==> src/rtl/vram_writer_pkg.sv <==
// Shared widths, queue depth, write FSM encoding and queue entry layout for the VRAM writer.
package vram_writer_pkg;

  localparam int VRAM_ADDR_W = 13;
  localparam int VRAM_DATA_W = 8;
  localparam int WQ_DEPTH    = 4;
  localparam int WQ_ENTRY_W  = VRAM_ADDR_W + VRAM_DATA_W;
  localparam int WQ_CNT_W    = 3;
  localparam int WQ_PTR_W    = 2;

  typedef enum logic [1:0] {
    ST_IDLE   = 2'd0,
    ST_SETUP  = 2'd1,
    ST_STROBE = 2'd2,
    ST_HOLD   = 2'd3
  } wr_state_e;

  typedef struct packed {
    logic [VRAM_ADDR_W-1:0] addr;
    logic [VRAM_DATA_W-1:0] data;
  } wq_entry_t;

  // The write pointer walks the whole 8K space and wraps from 8191 to 0.
  function automatic logic [VRAM_ADDR_W-1:0] nextPtr(input logic [VRAM_ADDR_W-1:0] ptr);
    return ptr + VRAM_ADDR_W'(1);
  endfunction

endpackage

==> src/rtl/vram_writer_if.sv <==
// Host command channel: valid/ready handshake carrying either a pointer load or a data byte.
interface vram_writer_if;
  import vram_writer_pkg::*;

  logic                   hostValid;
  logic                   hostReady;
  logic                   hostSetAddr;
  logic [VRAM_ADDR_W-1:0] hostAddr;
  logic [VRAM_DATA_W-1:0] hostData;

  modport master (
    output hostValid, hostSetAddr, hostAddr, hostData,
    input  hostReady
  );

  modport slave (
    input  hostValid, hostSetAddr, hostAddr, hostData,
    output hostReady
  );

endinterface

==> src/rtl/vram_writer_fifo.sv <==
// Four-entry first-in first-out queue of pending VRAM writes {address, data}.
module vram_write_fifo
  import vram_writer_pkg::*;
(
  input  logic                clk,
  input  logic                rst,
  input  logic                push_i,
  input  logic                pop_i,
  input  wq_entry_t           data_i,
  output wq_entry_t           data_o,
  output logic                full_o,
  output logic                empty_o,
  output logic [WQ_CNT_W-1:0] count_o
);

  wq_entry_t             mem_q [WQ_DEPTH];
  logic [WQ_PTR_W-1:0]   wrPtr_q;
  logic [WQ_PTR_W-1:0]   rdPtr_q;
  logic [WQ_CNT_W-1:0]   count_q;
  logic                  doPush;
  logic                  doPop;

  // A push into a full queue is only legal when the head leaves on the same edge.
  assign doPush  = push_i && (!full_o || pop_i);
  assign doPop   = pop_i && !empty_o;
  assign full_o  = (count_q == WQ_CNT_W'(WQ_DEPTH));
  assign empty_o = (count_q == '0);
  assign count_o = count_q;
  assign data_o  = mem_q[rdPtr_q];

  // Entry storage carries no reset; only the pointers and count define validity.
  always_ff @(posedge clk) begin
    if (doPush) begin
      mem_q[wrPtr_q] <= data_i;
    end
  end

  // Pointer and occupancy bookkeeping; a simultaneous push and pop keeps the count.
  always_ff @(posedge clk) begin
    if (rst) begin
      wrPtr_q <= '0;
      rdPtr_q <= '0;
      count_q <= '0;
    end else begin
      if (doPush) begin
        wrPtr_q <= wrPtr_q + WQ_PTR_W'(1);
      end
      if (doPop) begin
        rdPtr_q <= rdPtr_q + WQ_PTR_W'(1);
      end
      case ({doPush, doPop})
        2'b10:   count_q <= count_q + WQ_CNT_W'(1);
        2'b01:   count_q <= count_q - WQ_CNT_W'(1);
        default: count_q <= count_q;
      endcase
    end
  end

endmodule

==> src/rtl/vram_writer.sv <==
// Host-to-VRAM write path: pointer management, write queue and a 4-cycle setup/strobe/hold write FSM.
module vram_writer
  import vram_writer_pkg::*;
(
  input  logic                   clk,
  input  logic                   rst,
  vram_writer_if.slave           host,
  input  logic                   writeWindow_i,
  output logic [VRAM_ADDR_W-1:0] writeAddr_o,
  output logic [VRAM_DATA_W-1:0] writeData_o,
  output logic                   writeEn_o,
  output logic [WQ_CNT_W-1:0]    pending_o
);

  wr_state_e              state_q;
  wr_state_e              state_d;
  logic [VRAM_ADDR_W-1:0] ptr_q;
  logic [VRAM_ADDR_W-1:0] ptr_d;
  logic [VRAM_ADDR_W-1:0] addr_q;
  logic [VRAM_DATA_W-1:0] data_q;
  logic                   accept;
  logic                   pushEn;
  logic                   popEn;
  logic                   loadOut;
  logic                   fifoFull;
  logic                   fifoEmpty;
  wq_entry_t              fifoIn;
  wq_entry_t              fifoHead;

  // Address loads are refused while full too, so they never overtake queued data.
  assign host.hostReady = !rst && !fifoFull;
  assign accept         = host.hostValid && host.hostReady;
  assign pushEn         = accept && !host.hostSetAddr;
  assign fifoIn         = '{addr: ptr_q, data: host.hostData};

  vram_write_fifo u_fifo (
    .clk     (clk),
    .rst     (rst),
    .push_i  (pushEn),
    .pop_i   (popEn),
    .data_i  (fifoIn),
    .data_o  (fifoHead),
    .full_o  (fifoFull),
    .empty_o (fifoEmpty),
    .count_o (pending_o)
  );

  // Write pointer: loaded by address commands, advanced by each queued data byte.
  always_comb begin
    ptr_d = ptr_q;
    if (accept && host.hostSetAddr) begin
      ptr_d = host.hostAddr;
    end else if (pushEn) begin
      ptr_d = nextPtr(ptr_q);
    end
  end

  // State, pointer and output address/data registers.
  always_ff @(posedge clk) begin
    if (rst) begin
      state_q <= ST_IDLE;
      ptr_q   <= '0;
      addr_q  <= '0;
      data_q  <= '0;
    end else begin
      state_q <= state_d;
      ptr_q   <= ptr_d;
      if (loadOut) begin
        addr_q <= fifoHead.addr;
        data_q <= fifoHead.data;
      end
    end
  end

  // Next state: a closed window during SETUP aborts without consuming the entry.
  always_comb begin
    state_d = state_q;
    case (state_q)
      ST_IDLE:   if (!fifoEmpty && writeWindow_i) state_d = ST_SETUP;
      ST_SETUP:  state_d = writeWindow_i ? ST_STROBE : ST_IDLE;
      ST_STROBE: state_d = ST_HOLD;
      ST_HOLD:   state_d = ST_IDLE;
      default:   state_d = ST_IDLE;
    endcase
  end

  // Outputs: strobe only in STROBE, pop on the SETUP->STROBE edge, latch head on SETUP entry.
  always_comb begin
    writeEn_o = (state_q == ST_STROBE);
    popEn     = (state_q == ST_SETUP) && writeWindow_i;
    loadOut   = (state_q == ST_IDLE) && (state_d == ST_SETUP);
  end

  assign writeAddr_o = addr_q;
  assign writeData_o = data_q;

endmodule

==> src/flat_wrapper.sv <==
// flat-port wrapper written by rule: the top's interface ports become plain ports
module vram_writer_flat import vram_writer_pkg::*;
  (clk, rst, writeWindow_i, writeAddr_o, writeData_o, writeEn_o, pending_o, host_hostValid, host_hostSetAddr, host_hostAddr, host_hostData, host_hostReady);
  vram_writer_if host_i ();
  input  logic clk;
  input  logic rst;
  input  logic writeWindow_i;
  output logic [VRAM_ADDR_W-1:0] writeAddr_o;
  output logic [VRAM_DATA_W-1:0] writeData_o;
  output logic writeEn_o;
  output logic [WQ_CNT_W-1:0] pending_o;
  input wire logic [$bits(host_i.hostValid)-1:0] host_hostValid;
  input wire logic [$bits(host_i.hostSetAddr)-1:0] host_hostSetAddr;
  input wire logic [$bits(host_i.hostAddr)-1:0] host_hostAddr;
  input wire logic [$bits(host_i.hostData)-1:0] host_hostData;
  output wire logic [$bits(host_i.hostReady)-1:0] host_hostReady;
  assign host_i.hostValid = host_hostValid;
  assign host_i.hostSetAddr = host_hostSetAddr;
  assign host_i.hostAddr = host_hostAddr;
  assign host_i.hostData = host_hostData;
  assign host_hostReady = host_i.hostReady;
  vram_writer u_core (.clk(clk), .rst(rst), .host(host_i), .writeWindow_i(writeWindow_i), .writeAddr_o(writeAddr_o), .writeData_o(writeData_o), .writeEn_o(writeEn_o), .pending_o(pending_o));
endmodule
==> config.mk <==
export PLATFORM = sky130hd
export DESIGN_NAME = vram_writer_flat
export DESIGN_NICKNAME = d
export VERILOG_FILES = /design/src/rtl/vram_writer_pkg.sv /design/src/rtl/vram_writer_if.sv /design/src/rtl/vram_writer_fifo.sv /design/src/rtl/vram_writer.sv /design/src/flat_wrapper.sv
export SDC_FILE = /design/constraint.sdc
export NUM_CORES = 1
export LEC_CHECK = 0
export BUFFER_PORTS_ARGS = -buffer_cell sky130_fd_sc_hd__buf_2
export CAP_MARGIN = 20
export CORE_UTILIZATION = 42
export DETAILED_ROUTE_END_ITERATION = 16
export GPL_ROUTABILITY_DRIVEN = 1
export HOLD_SLACK_MARGIN = 0.05
export PLACE_DENSITY_LB_ADDON = 0.08
export SYNTH_ARGS = -nofsm -noshare
export SYNTH_HDL_FRONTEND = slang
export SYNTH_HIERARCHICAL = 1
export SYNTH_SLANG_ARGS = --single-unit
==> constraint.sdc <==
create_clock -name clk -period 4.1 [get_ports clk]
set_input_delay 1.23 -clock clk [delete_from_list [all_inputs] [get_ports clk]]
set_output_delay 1.23 -clock clk [all_outputs]
set_load 0.05 [all_outputs]
# [Word level (Yosys, flattened, before mapping)]
# Memory sizes are Yosys's and may differ from the RTL's. A register that Yosys moved wholly into a read port is not among the register bits.
# Index checks and enable logic that the tools add are counted.
[word_totals] reg_bits=22 mem_bits_rw=84 input_bits=26 n_memories=1
[op_classes] n_addsub=5 n_eq_ne=7 n_mux=8 reduce_logical=18
[memory_table] name="u_core.u_fifo.mem_q" depth=4 word_bits=21 rd=1 rd_clocked_by_memory_dff=1 write_ports=1 line_no="vram_writer_fifo.sv:16" text="wq_entry_t mem_q [WQ_DEPTH];"
[ops] cell="2-to-1 mux 13 bit" count=2
[ops] cell="adder 13 x 1 -> 13 bit (second input constant)" count=1
[ops] cell="logical AND 1 bit" count=9
[ops] cell="case mux 2 bit (4 select lines)" count=1
[ops] cell="== test 2 x 1 -> 1 bit (second input constant)" count=3
[ops] cell="== test 2 bit (second input constant)" count=3
[ops] cell="case mux 3 bit (2 select lines)" count=1
[ops] cell="adder 2 x 1 -> 2 bit (second input constant)" count=2
[ops] cell="logical NOT 1 bit" count=4
[ops] cell="2-to-1 mux 2 bit" count=2
[ops] cell="nonzero test 2 bit" count=2
[ops] cell="adder 3 x 1 -> 3 bit (second input constant)" count=1
[ops] cell="== test 3 bit (second input constant)" count=1
[ops] cell="logical NOT 3 bit" count=1
[ops] cell="subtractor 3 x 1 -> 3 bit (second input constant)" count=1
[ops] cell="logical NOT 2 bit" count=1
[ops] cell="2-to-1 mux 1 bit" count=2
[ops] cell="logical OR 1 bit" count=1

# [Longest topological paths before layout]
# Gate-level depths: netlist (run 1).
[logic_depth] ltp_word=8 ltp_mapped=12

# [Modules after synthesis]
# The synthesis (run 1) kept the hierarchy.
[modules_own_cells] module="vram_write_fifo" instances=1 cells_each=163 area_per_inst_um2=3515.9
[modules_own_cells] module="vram_writer" instances=1 cells_each=212 area_per_inst_um2=1634.1

# [Least setup slack after synthesis (run 1)]
# Ideal clock, no wire load.
[synth_path] path_kind="input-to-reg" start="input port rst" end="register u_core.u_fifo.count_q[2], in the netlist u_core/u_fifo/count_o[2]" setup_ns=0.070 arrival_ns=3.411 path_slack_ns=0.619 stages=12 path_cell_list="buf_6 or3b_4 buf_2 nor2_1 a21boi_2 inv_1 ha_1 inv_1 fa_1 xor2_1 or3_2 a21oi_1"
[synth_between] elab_chain_cells=7 elab_cells_between_ends=9
[synth_rtl] element="start, declared" line_no="flat_wrapper.sv:6" text="input logic rst;"
[synth_rtl] element="logical NOT 1 bit *" line_no="vram_writer.sv:31" text="assign host.hostReady = !rst && !fifoFull;"
[synth_rtl] element="logical AND 1 bit *" line_no="vram_writer.sv:31"
[synth_rtl] element="logical AND 1 bit *" line_no="vram_writer.sv:32" text="assign accept = host.hostValid && host.hostReady;"
[synth_rtl] element="logical AND 1 bit *" line_no="vram_writer.sv:33" text="assign pushEn = accept && !host.hostSetAddr;"
[synth_rtl] element="named net u_core.pushEn" line_no="vram_writer.sv:22" text="logic pushEn;"
[synth_rtl] element="logical AND 1 bit *" line_no="vram_writer_fifo.sv:24" text="assign doPush = push_i && (!full_o || pop_i);"
[synth_rtl] element="== test 2 x 1 -> 1 bit or == test 2 bit (tied branches)" line_no="vram_writer_fifo.sv:51" text="case ({doPush, doPop})"
[synth_rtl] element="case mux 3 bit (2 select lines) or nonzero test 2 bit (tied branches)"
[synth_rtl] element="end signal, assigned" line_no="vram_writer_fifo.sv:52" text="2'b10: count_q <= count_q + WQ_CNT_W'(1);"
[synth_rtl] element="end signal, assigned" line_no="vram_writer_fifo.sv:53" text="2'b01: count_q <= count_q - WQ_CNT_W'(1);"
[synth_rtl] element="end signal, assigned" line_no="vram_writer_fifo.sv:54" text="default: count_q <= count_q;"
[synth_rtl] element="end, declared" line_no="vram_writer_fifo.sv:19" text="logic [WQ_CNT_W-1:0] count_q;"
# The timed path passes the listed nets; every way through them passes the cells marked *.
# A chain may end at the register's enable or synchronous reset.

# [Worst setup path in the final report (run 1)]
[layout_path] start="input port rst" end="output port host_hostReady"
[layout_between] elab_chain_cells=2
[layout_rtl] element="logical NOT 1 bit" line_no="vram_writer.sv:31"
[layout_rtl] element="logical AND 1 bit" line_no="vram_writer.sv:31"
[layout_rtl] element="end, declared" line_no="flat_wrapper.sv:16" text="output wire logic [$bits(host_i.hostReady)-1:0] host_hostReady;"
# Every way passes these cells.

==> results.txt, run 1 <==
- Result of the run: finished, final reports clean
* Layout area overhead: 17.8%
- The number of gates resized after CTS was 0.
* Number of buffers inserted by post-CTS setup repair: 0
- The number of pins with negative max-slew slack in the final report was 0.
* Row Count: 40
- CP endpoint kind: output port
- Total clock buffers created by CTS: 17
* Slowest cell on crit path: sky130_fd_sc_hd__buf_4
- Number of H-tree branching levels: 4
* Ranking of synthesized cells by instance count: 84 x sky130_fd_sc_hd__edfxtp_1, 54 x sky130_fd_sc_hd__nand2_1, 45 x sky130_fd_sc_hd__dfxtp_1, 34 x sky130_fd_sc_hd__a21oi_1, 21 x sky130_fd_sc_hd__mux4_2
- For this run, the top clock speed supported by timing is about 300 MHz.
- Worst voltage drop across the vdd grid: roughly 0.00023 V
* Remaining routing DRC violations: 0
- In this run the mean area of a mapped cell was 13.7 µm².
- The netlist uses 45 different library cells.
- Register Area: about 0.0034 mm²
- Counting I/O delays and the setup requirement, the final critical path takes ~3.3 ns.
- Entering global routing, the biggest net connects 47 pins.
- In the post-synthesis netlist, the biggest area contributors are sky130_fd_sc_hd__edfxtp_1 49%, sky130_fd_sc_hd__dfxtp_1 17%, sky130_fd_sc_hd__mux4_2 9.2%.
* CTS clock-pin slew for the worst setup and hold paths: 0.05 ns
- Cells along the critical path: buf_2 -> buf_4 -> nor2_1 -> buf_2
* Post-DRT Antenna Nets: 0
- Post-synthesis cell type with the largest combined area: sky130_fd_sc_hd__edfxtp_1
- Post-route non-filler standard cell count: 592
- The number of hold buffers added after CTS was 0.
- Tightest Pin Transition: 1.07 ns
* Global route overflow: 0
- Worst endpoint data arrival time: 2.06 ns
* Gate count after technology mapping: between 300 and 400
* Detailed-route via count: 3125
* Post-detail-place hpwl: 6.04 mm
- Most frequent cell on the critical path: sky130_fd_sc_hd__buf_2
- Post-layout instance area: slightly above 0.006 mm²
* Number of nets in the layout: 465
* Setup Crit Path Kind: in2out
- Most used DFF post-synth: sky130_fd_sc_hd__edfxtp_1
* Global placement routability congestion: 0.753
- Counting flops with an async set or reset pin after synthesis yields a share of 0%.
- The final hold violation count came to 0.
* Most instantiated library cell after synthesis: sky130_fd_sc_hd__edfxtp_1
* Number of flops mapped to enable cells by yosys: 84
- TritonCTS built the clock tree.
- Summing all multi-input logic gate instances after layout gives about 0.0016 mm².
- Total chip power: 2.90 mW
* Yosys top cell area share: 49.0%
- Via-to-Cell Ratio: ~5.3
- Along the worst path, the maximum fanout reaches 46.
- The floorplan step defined a core boundary enclosing 0.0120 mm².
- For this design, the sink count on the clock tree is ~130.
- Pin placement for this block handled 52 I/O pins.
- Root buffer selected by CTS: sky130_fd_sc_hd__clkbuf_16
- The initial antenna violation count came to 0.
- Via count of the first global-routing pass: between 3000 and 4000
- Including well taps, the total number of placed cells is 560.
* DP Area: 0.00554 mm²
- The worst setup path is launched from an input port.
- After layout, the worst path uses 80.3% of the clock period.
- On the worst path, the slowest cell contributes a delay of 0.42 ns.
- The setup check on the worst reg-to-reg path leaves a slack of roughly 1.2 ns.
- The clock reaches the later pin of the worst-skew pair after just over 0.4 ns.
* Ratio of total power to cell area: 478 mW/mm²
- Final Routed Wirelength: 9.92 mm
- Maximum count of clock buffers along a single path: 2
* Synthesis-stage register bit count: 129
* Filler cell count: 1063
* RSZ-0062 raised after global routing: no
* Initial cell density of the core: 43.1%
- DRC marker count from the first detailed-route iteration: 155
* Hold Crit Class: reg2reg
- Data on the critical path is required at its endpoint by between 2 and 3 ns.
* Worst-case headroom to the max-slew limit: 28.5%
- After synthesis the cells add up to approximately 0.0051 mm².
- The number of nets in the synthesized netlist is 408.
* GRT Resource Usage Total: 17.3%
* Port bufs: 51
- Dividing the detail-routed wire length by the instance count gives 16.8 µm.
- From left edge to right edge, the die measures 113 µm.
- The number of antenna diodes in the final layout is 0.
* TritonRoute pass-1 iters: 4
- Sum of negative setup slack: 0 ns
- Fraction of final layout cells with drive strength greater than 1: 25.4%
- Standby leakage power: 2.12 nW
* Number of maximum-capacitance violations: 0
* Number of setup violations in the final report: 0
- The first global-routing pass estimated 16.3 mm of wire.
- Chip Height: 113 µm
* DIE AREA: 0.0127 mm²
- Yosys synthesis warning count: 6
- On the final layout, the worst clock skew is roughly 0.0063 ns.
- Portion of the post-synthesis area used by sequential elements: 66.5%
[final timing paths]
kind,startpoint,to,cells past startpoint
max,rst,host_hostReady,4
min,u_core/writeAddr_o[5]$_SDFFE_PP0P_,u_core/writeAddr_o[5]$_SDFFE_PP0P_,2
max reg2reg,u_core/u_fifo/count_o[2]$_SDFFE_PP0P_,u_core/u_fifo/count_o[2]$_SDFFE_PP0P_,11
min reg2reg,u_core/writeAddr_o[5]$_SDFFE_PP0P_,u_core/writeAddr_o[5]$_SDFFE_PP0P_,2
[critical path, delay by kind of cell]
kind / cells / cell delay, ns
and+or+nand+nor: 1 / 0.09
buffers and inverters: 3 / 0.73
[metal layers]
layer	vias up	share of wire [%]	track usage (%)
li1	1521	-	-
met4	0	1.5	7.20
met2	68	49	28.3
met5	-	0	0
met3	12	3.6	5.25
met1	1524	45	21.5
[flip-flops by register name, summed over array words and instances (netlist names), named ones only]
name                   count
u_core/ptr_q              13
u_core/u_fifo/rdPtr_q      2
u_core/writeAddr_o        13
u_core/u_fifo/mem_q       84
u_core/u_fifo/wrPtr_q      2
u_core/writeData_o         8
u_core/state_q             2
u_core/u_fifo/count_o      3
[power by group]
group	leakage (nW)	total [mW]	switching [mW]	internal, mW
clock network	0.263	1.34	0.503	0.837
registers	1.14	1.43	0.0234	1.41
logic	0.726	0.128	0.0840	0.0440
[cell usage in the layout (no fill, tap or decap), types with 10 or more instances in the layout]
cell,netlist,final
sky130_fd_sc_hd__nand3_1,10,10
sky130_fd_sc_hd__mux4_2,21,21
sky130_fd_sc_hd__clkbuf_16,0,17
sky130_fd_sc_hd__o21ai_0,13,13
sky130_fd_sc_hd__nor2_1,16,16
sky130_fd_sc_hd__edfxtp_1,84,84
sky130_fd_sc_hd__buf_2,5,51
sky130_fd_sc_hd__a21oi_1,34,34
sky130_fd_sc_hd__inv_1,13,13
sky130_fd_sc_hd__nand2_1,54,54
sky130_fd_sc_hd__dfxtp_1,45,45
[cell type report]
class	count	area share, %
well taps	147	3.03
clock inverters	9	1.11
repair buffers	56	4.82
inverters	13	0.804
flip-flops and latches	129	56.4
clock buffers	23	7.55
multi-input cells	215	26.3
[cells by family (layout without fill, tap and decap cells)]
kind of cell,Yosys count,count (layout),synth area share [%]
compound gates,69,69,8.09
xor+xnor,3,3,0.510
fa+ha+maj,7,7,1.85
buf+inv,31,101,2.67
flops,129,129,66.5
mux,25,25,10.1
simple gates,111,111,10.4
[metrics by stage]
step                      hold WS [ns]  util (%)  setup slack (ns)
after floorplan                  0.459         -             0.619
after global placement           0.441      46.3             0.505
after detailed placement         0.444      46.3             0.439
after CTS                        0.452      50.7             0.779
after global routing             0.466      50.7             0.721
final                            0.449      50.7             0.809
No activity file was read; power rests on OpenSTA's default activity.
==> inputs of run 2 (changes only) <==
- ABC_AREA: unset -> 1
- clock period: 4.1 -> 2.6 ns (I/O delays scaled with it)
==> run 2 against run 1 <==
Critical path depth unchanged. Count of clock-buffer cells in the layout is 4 lower. Via count up 25%. Setup slack got worse by 0.34 ns. Non-clock buffer count increased by 9. Global-route usage rose by 1.7 points. Routed wire length rose by 17%. Core utilization grew 1.2 points. Clock power is 84% higher. Flip-flop and latch count did not move. Clock skew up 0.0012 ns. Hold slack gained 0.055 ns. Largest power group is now the clock network. Highest routed layer unchanged.
==> results.txt, run 2 <==
* Result of the run: finished, final reports clean (unchanged)
* Cell variety after synth: 32 (was 45)
- Setup skew after layout: 0.00742 ns (was 0.00626 ns)
- Ranking of synthesized cells by instance count: 107 x sky130_fd_sc_hd__nor2_1, 84 x sky130_fd_sc_hd__edfxtp_1, 56 x sky130_fd_sc_hd__nand2_1, 45 x sky130_fd_sc_hd__dfxtp_1, 44 x sky130_fd_sc_hd__o21ai_0 (was 84 x sky130_fd_sc_hd__edfxtp_1, 54 x sky130_fd_sc_hd__nand2_1, 45 x sky130_fd_sc_hd__dfxtp_1, 34 x sky130_fd_sc_hd__a21oi_1, 21 x sky130_fd_sc_hd__mux4_2).
* RSZ-0062 raised after global routing: no (unchanged)
- The layout overhead on the synthesized area was 20.8% (was 17.8%).
* Most used DFF post-synth: sky130_fd_sc_hd__edfxtp_1 (unchanged)
- Post-synthesis cell type with the largest combined area: sky130_fd_sc_hd__edfxtp_1 (unchanged)
- Via count of the first global-routing pass: 3511 (was 3199)
* Maximum number of pins on one net before global-route repair: 43 (was 47)
* Gate count after technology mapping: 528 (was 375)
* Most flops, register: u_core/u_fifo/mem_q (unchanged)
- Critical Path Source Type: register (was input port)
* Part of the total power dissipated in combinational logic: 6.6% (was 4.4%)
- The count of filler cells inserted in the layout is 1146 (was 1063).
- Setup Crit Path Kind: reg2out (was in2out)
- Global placement routability congestion: 0.793 (was 0.753)
- The initial antenna violation count came to 0 (unchanged).
- Timing would allow up to about 470 MHz.
* Hold Crit Class: reg2reg (unchanged)
* Mean area per synthesized cell: 10.2 µm² (was 13.7 µm²)
- Total clock buffers created by CTS: 17 (unchanged)
* Slew Limit Fails: 0 (unchanged)
- Total area of multi-input combinational cells: 0.00164 mm² (was 0.00159 mm²)
- The required time reported for the critical path endpoint came to 1.82 ns (was 2.87 ns).
* Routed WL per cell: 15.0 µm (was 16.8 µm)
- The post-detailed-route via-to-cell ratio came to 5.04 (was 5.28).
- Post-CTS sizing: 0 (unchanged)
- Max FO, Critical Path: 4 (was 46)
* DRC marker count from the first detailed-route iteration: 221 (was 155)
- Global route overflow: 0 (unchanged)
* Final-report hold violation count: 0 (unchanged)
* Most instantiated library cell after synthesis: sky130_fd_sc_hd__nor2_1 (was sky130_fd_sc_hd__edfxtp_1)
- The total power density per cell area is 778 mW/mm² (was 478 mW/mm²).
- The count of warnings emitted by yosys came to 6 (unchanged).
- Largest register FFs: 84 (unchanged)
* Number of setup violations in the final report: 0 (unchanged)
- The peak supply drop was 0.000346 V (was 0.000234 V).
- The area fraction of the dominant cell type after synthesis is 46.7% (was 49.0%).
- Fraction of final layout cells with drive strength greater than 1: 22.7% (was 25.4%)
- Start point of the critical path: u_core/u_fifo/count_o[2]$_SDFFE_PP0P_ (was rst)
* Detailed-route via count: 3905 (was 3125)
* Placed Cells incl. Taps: 743 (was 560)
- After layout, the worst path uses between 80% and 90% of the clock period.
- The post-detailed-route count of antenna-violating nets was 0 (unchanged).
* Number of maximum-capacitance violations: 0 (unchanged)
* Antenna diode instance count: 0 (unchanged)
- Post-detail-place hpwl: 7.19 mm (was 6.04 mm)
* Start of the worst register-to-register path: u_core/u_fifo/count_o[2]$_SDFFE_PP0P_ (unchanged)
- The TritonCTS clock tree is built (unchanged).
- GRT Resource Usage Total: 19.0% (was 17.3%)
- Final Critical Period: 2.13 ns
- The area occupied by registers came to 0.00343 mm² (was 0.00342 mm²).
* Number of nets in the layout: 623 (was 465)
- Chip Height: 115 µm (was 113 µm)
* Flop pwr share: 44.8% (was 49.4%)
- Post-route non-filler standard cell count: 775 (was 592)
* Sum of negative setup slack: 0 ns (unchanged)
* Proportion of power drawn by the clock network: 48.6% (was 46.2%)
* Initial cell density of the core: 43.0% (was 43.1%)
- Worst endpoint data arrival time: 1.35 ns (was 2.06 ns)
- The overall die area is 0.0133 mm² (was 0.0127 mm²).
- Row Count: 41 (was 40)
- The most common cell after layout, fill and taps aside was sky130_fd_sc_hd__nor2_1 (was sky130_fd_sc_hd__edfxtp_1).
- The post-synthesis sequential area ratio is 63.3% (was 66.5%).
* Worst-case headroom to the max-slew limit: 48.0% (was 28.5%)
- The number of remaining DRC errors is 0 (unchanged).
- Cell area after technology mapping: 0.00541 mm² (was 0.00515 mm²)
* Synthesis-stage register bit count: 129 (unchanged)
* Number of buffers inserted by post-CTS setup repair: 0 (unchanged)
- The net switching power of the design is 1.12 mW (was 0.610 mW).
- Standby leakage power: 2.56 nW (was 2.12 nW)
- The number of buffers added on ports was 51 (unchanged).
* DIE WIDTH: 115 µm (was 113 µm)
* Internal power component: 3.96 mW (was 2.29 mW)
- The routed wire length was 11.6 mm (was 9.92 mm).
- The number of primary I/O pins was 52 (unchanged).
- The post-synthesis net count was 561 (was 408).
- Cell types with the largest area share after synthesis: sky130_fd_sc_hd__edfxtp_1 47%, sky130_fd_sc_hd__dfxtp_1 17%, sky130_fd_sc_hd__nor2_1 7.4% (was sky130_fd_sc_hd__edfxtp_1 49%, sky130_fd_sc_hd__dfxtp_1 17%, sky130_fd_sc_hd__mux4_2 9.2%).
- The CTS sink count came to 129 (unchanged).
- CP endpoint kind: output port (unchanged)
- Number of H-tree branching levels: 4 (unchanged)
- The root cell of the clock tree is sky130_fd_sc_hd__clkbuf_16 (unchanged).
- The post-route core utilization came to 52.0% (was 50.7%).
* CTS clock-pin slew for the worst setup and hold paths: 0.06 ns (was 0.05 ns)
* Core Region: 0.0126 mm² (was 0.0120 mm²)
- The startpoint of the tightest hold check path was u_core/writeData_o[1]$_SDFFE_PP0P_ (was u_core/writeAddr_o[5]$_SDFFE_PP0P_).
* Async set-or-reset flop fraction in the synthesized netlist: 0% (unchanged)
- TritonRoute pass-1 iters: 4 (unchanged)
- Number of flops mapped to enable cells by yosys: 84 (unchanged)
* Quantity of hold-fixing buffers added after cts: 0 (unchanged)
- The global-route wire length before repair came to 18.6 mm (was 16.3 mm).
- The maximum number of buffers from clock root to sink is 2 (unchanged).
* Clock latency of the later-clocked register in the worst-skew pair: 0.41 ns (about the same)
* Tightest Pin Transition: 0.779 ns (was 1.07 ns)
- Commonest non-fill, non-tap cells in the layout: 103 x sky130_fd_sc_hd__nor2_1, 84 x sky130_fd_sc_hd__edfxtp_1, 56 x sky130_fd_sc_hd__nand2_1 (was 84 x sky130_fd_sc_hd__edfxtp_1, 54 x sky130_fd_sc_hd__nand2_1, 51 x sky130_fd_sc_hd__buf_2).
* Switching fraction of total power: 22.0% (was 21.0%)
- Worst hold slack after final layout: 0.504 ns (was 0.449 ns)
==> run 2: cells by family after synthesis <==
logic type / synth area share [%]
AND/OR/NAND/NOR: 16.6
XOR/XNOR: 0.324
buffers and inverters: 6.55
adder cells (fa/ha/maj): 1.76
flip-flops: 63.3
AO/OA/AOI/OAI: 11.5
==> run 2: cell type report <==
| type | instances | area share [%] |
|---|---|---|
| flip-flops and latches | 129 | 52.5 |
| multi-input cells | 328 | 25.2 |
| clock buffers | 19 | 6.94 |
| repair buffers | 65 | 6.67 |
| well taps | 172 | 3.30 |
| inverters | 49 | 2.93 |
| clock inverters | 13 | 2.53 |
==> run 2: worst max-delay path, cell delays in order, from the launching register on <==
cell	delay (ns)
sky130_fd_sc_hd__dfxtp_2	0.33
sky130_fd_sc_hd__inv_1	0.13
sky130_fd_sc_hd__nor3_2	0.07
sky130_fd_sc_hd__nor2_4	0.13
sky130_fd_sc_hd__buf_2	0.27
==> run 2: stage by stage <==
step,total power [mW],worst slack [ns],cell area (µm²)
5_1_grt,5.26,0.276,6530
4_1_cts,5.13,0.445,6530
2_1_floorplan,2.54,-0.0790,5420
3_5_place_dp,2.65,0.0614,5910
6_report,5.08,0.474,6530
3_3_place_gp,2.65,0.0921,5910
==> run 2: path summary, 6_finish.rpt <==
check | cells after the start | end | slack [ns]
worst max-delay path | 4 | host_hostReady | 0.47
worst min-delay path | 2 | u_core/writeData_o[1]$_SDFFE_PP0P_ | 0.50
worst max register to register | 15 | u_core/u_fifo/count_o[2]$_SDFFE_PP0P_ | 0.59
worst min register to register | 2 | u_core/writeData_o[1]$_SDFFE_PP0P_ | 0.50
==> run 2: power groups by stage <==
stage | Clock (mW) | Combinational [mW] | Sequential, mW
after floorplan | 0 | 0.138 | 2.40
after global placement | 0 | 0.335 | 2.31
after detailed placement | 0 | 0.337 | 2.32
after CTS | 2.51 | 0.338 | 2.27
after global routing | 2.62 | 0.366 | 2.28
final | 2.47 | 0.335 | 2.27
==> run 2: metal layers <==
layer	track usage (%)	up-vias	wire (µm)
li1	-	1923	-
met1	26.3	1866	5640
met4	8.05	0	169
met2	28.5	99	5270
met5	0	-	0
met3	4.76	17	521
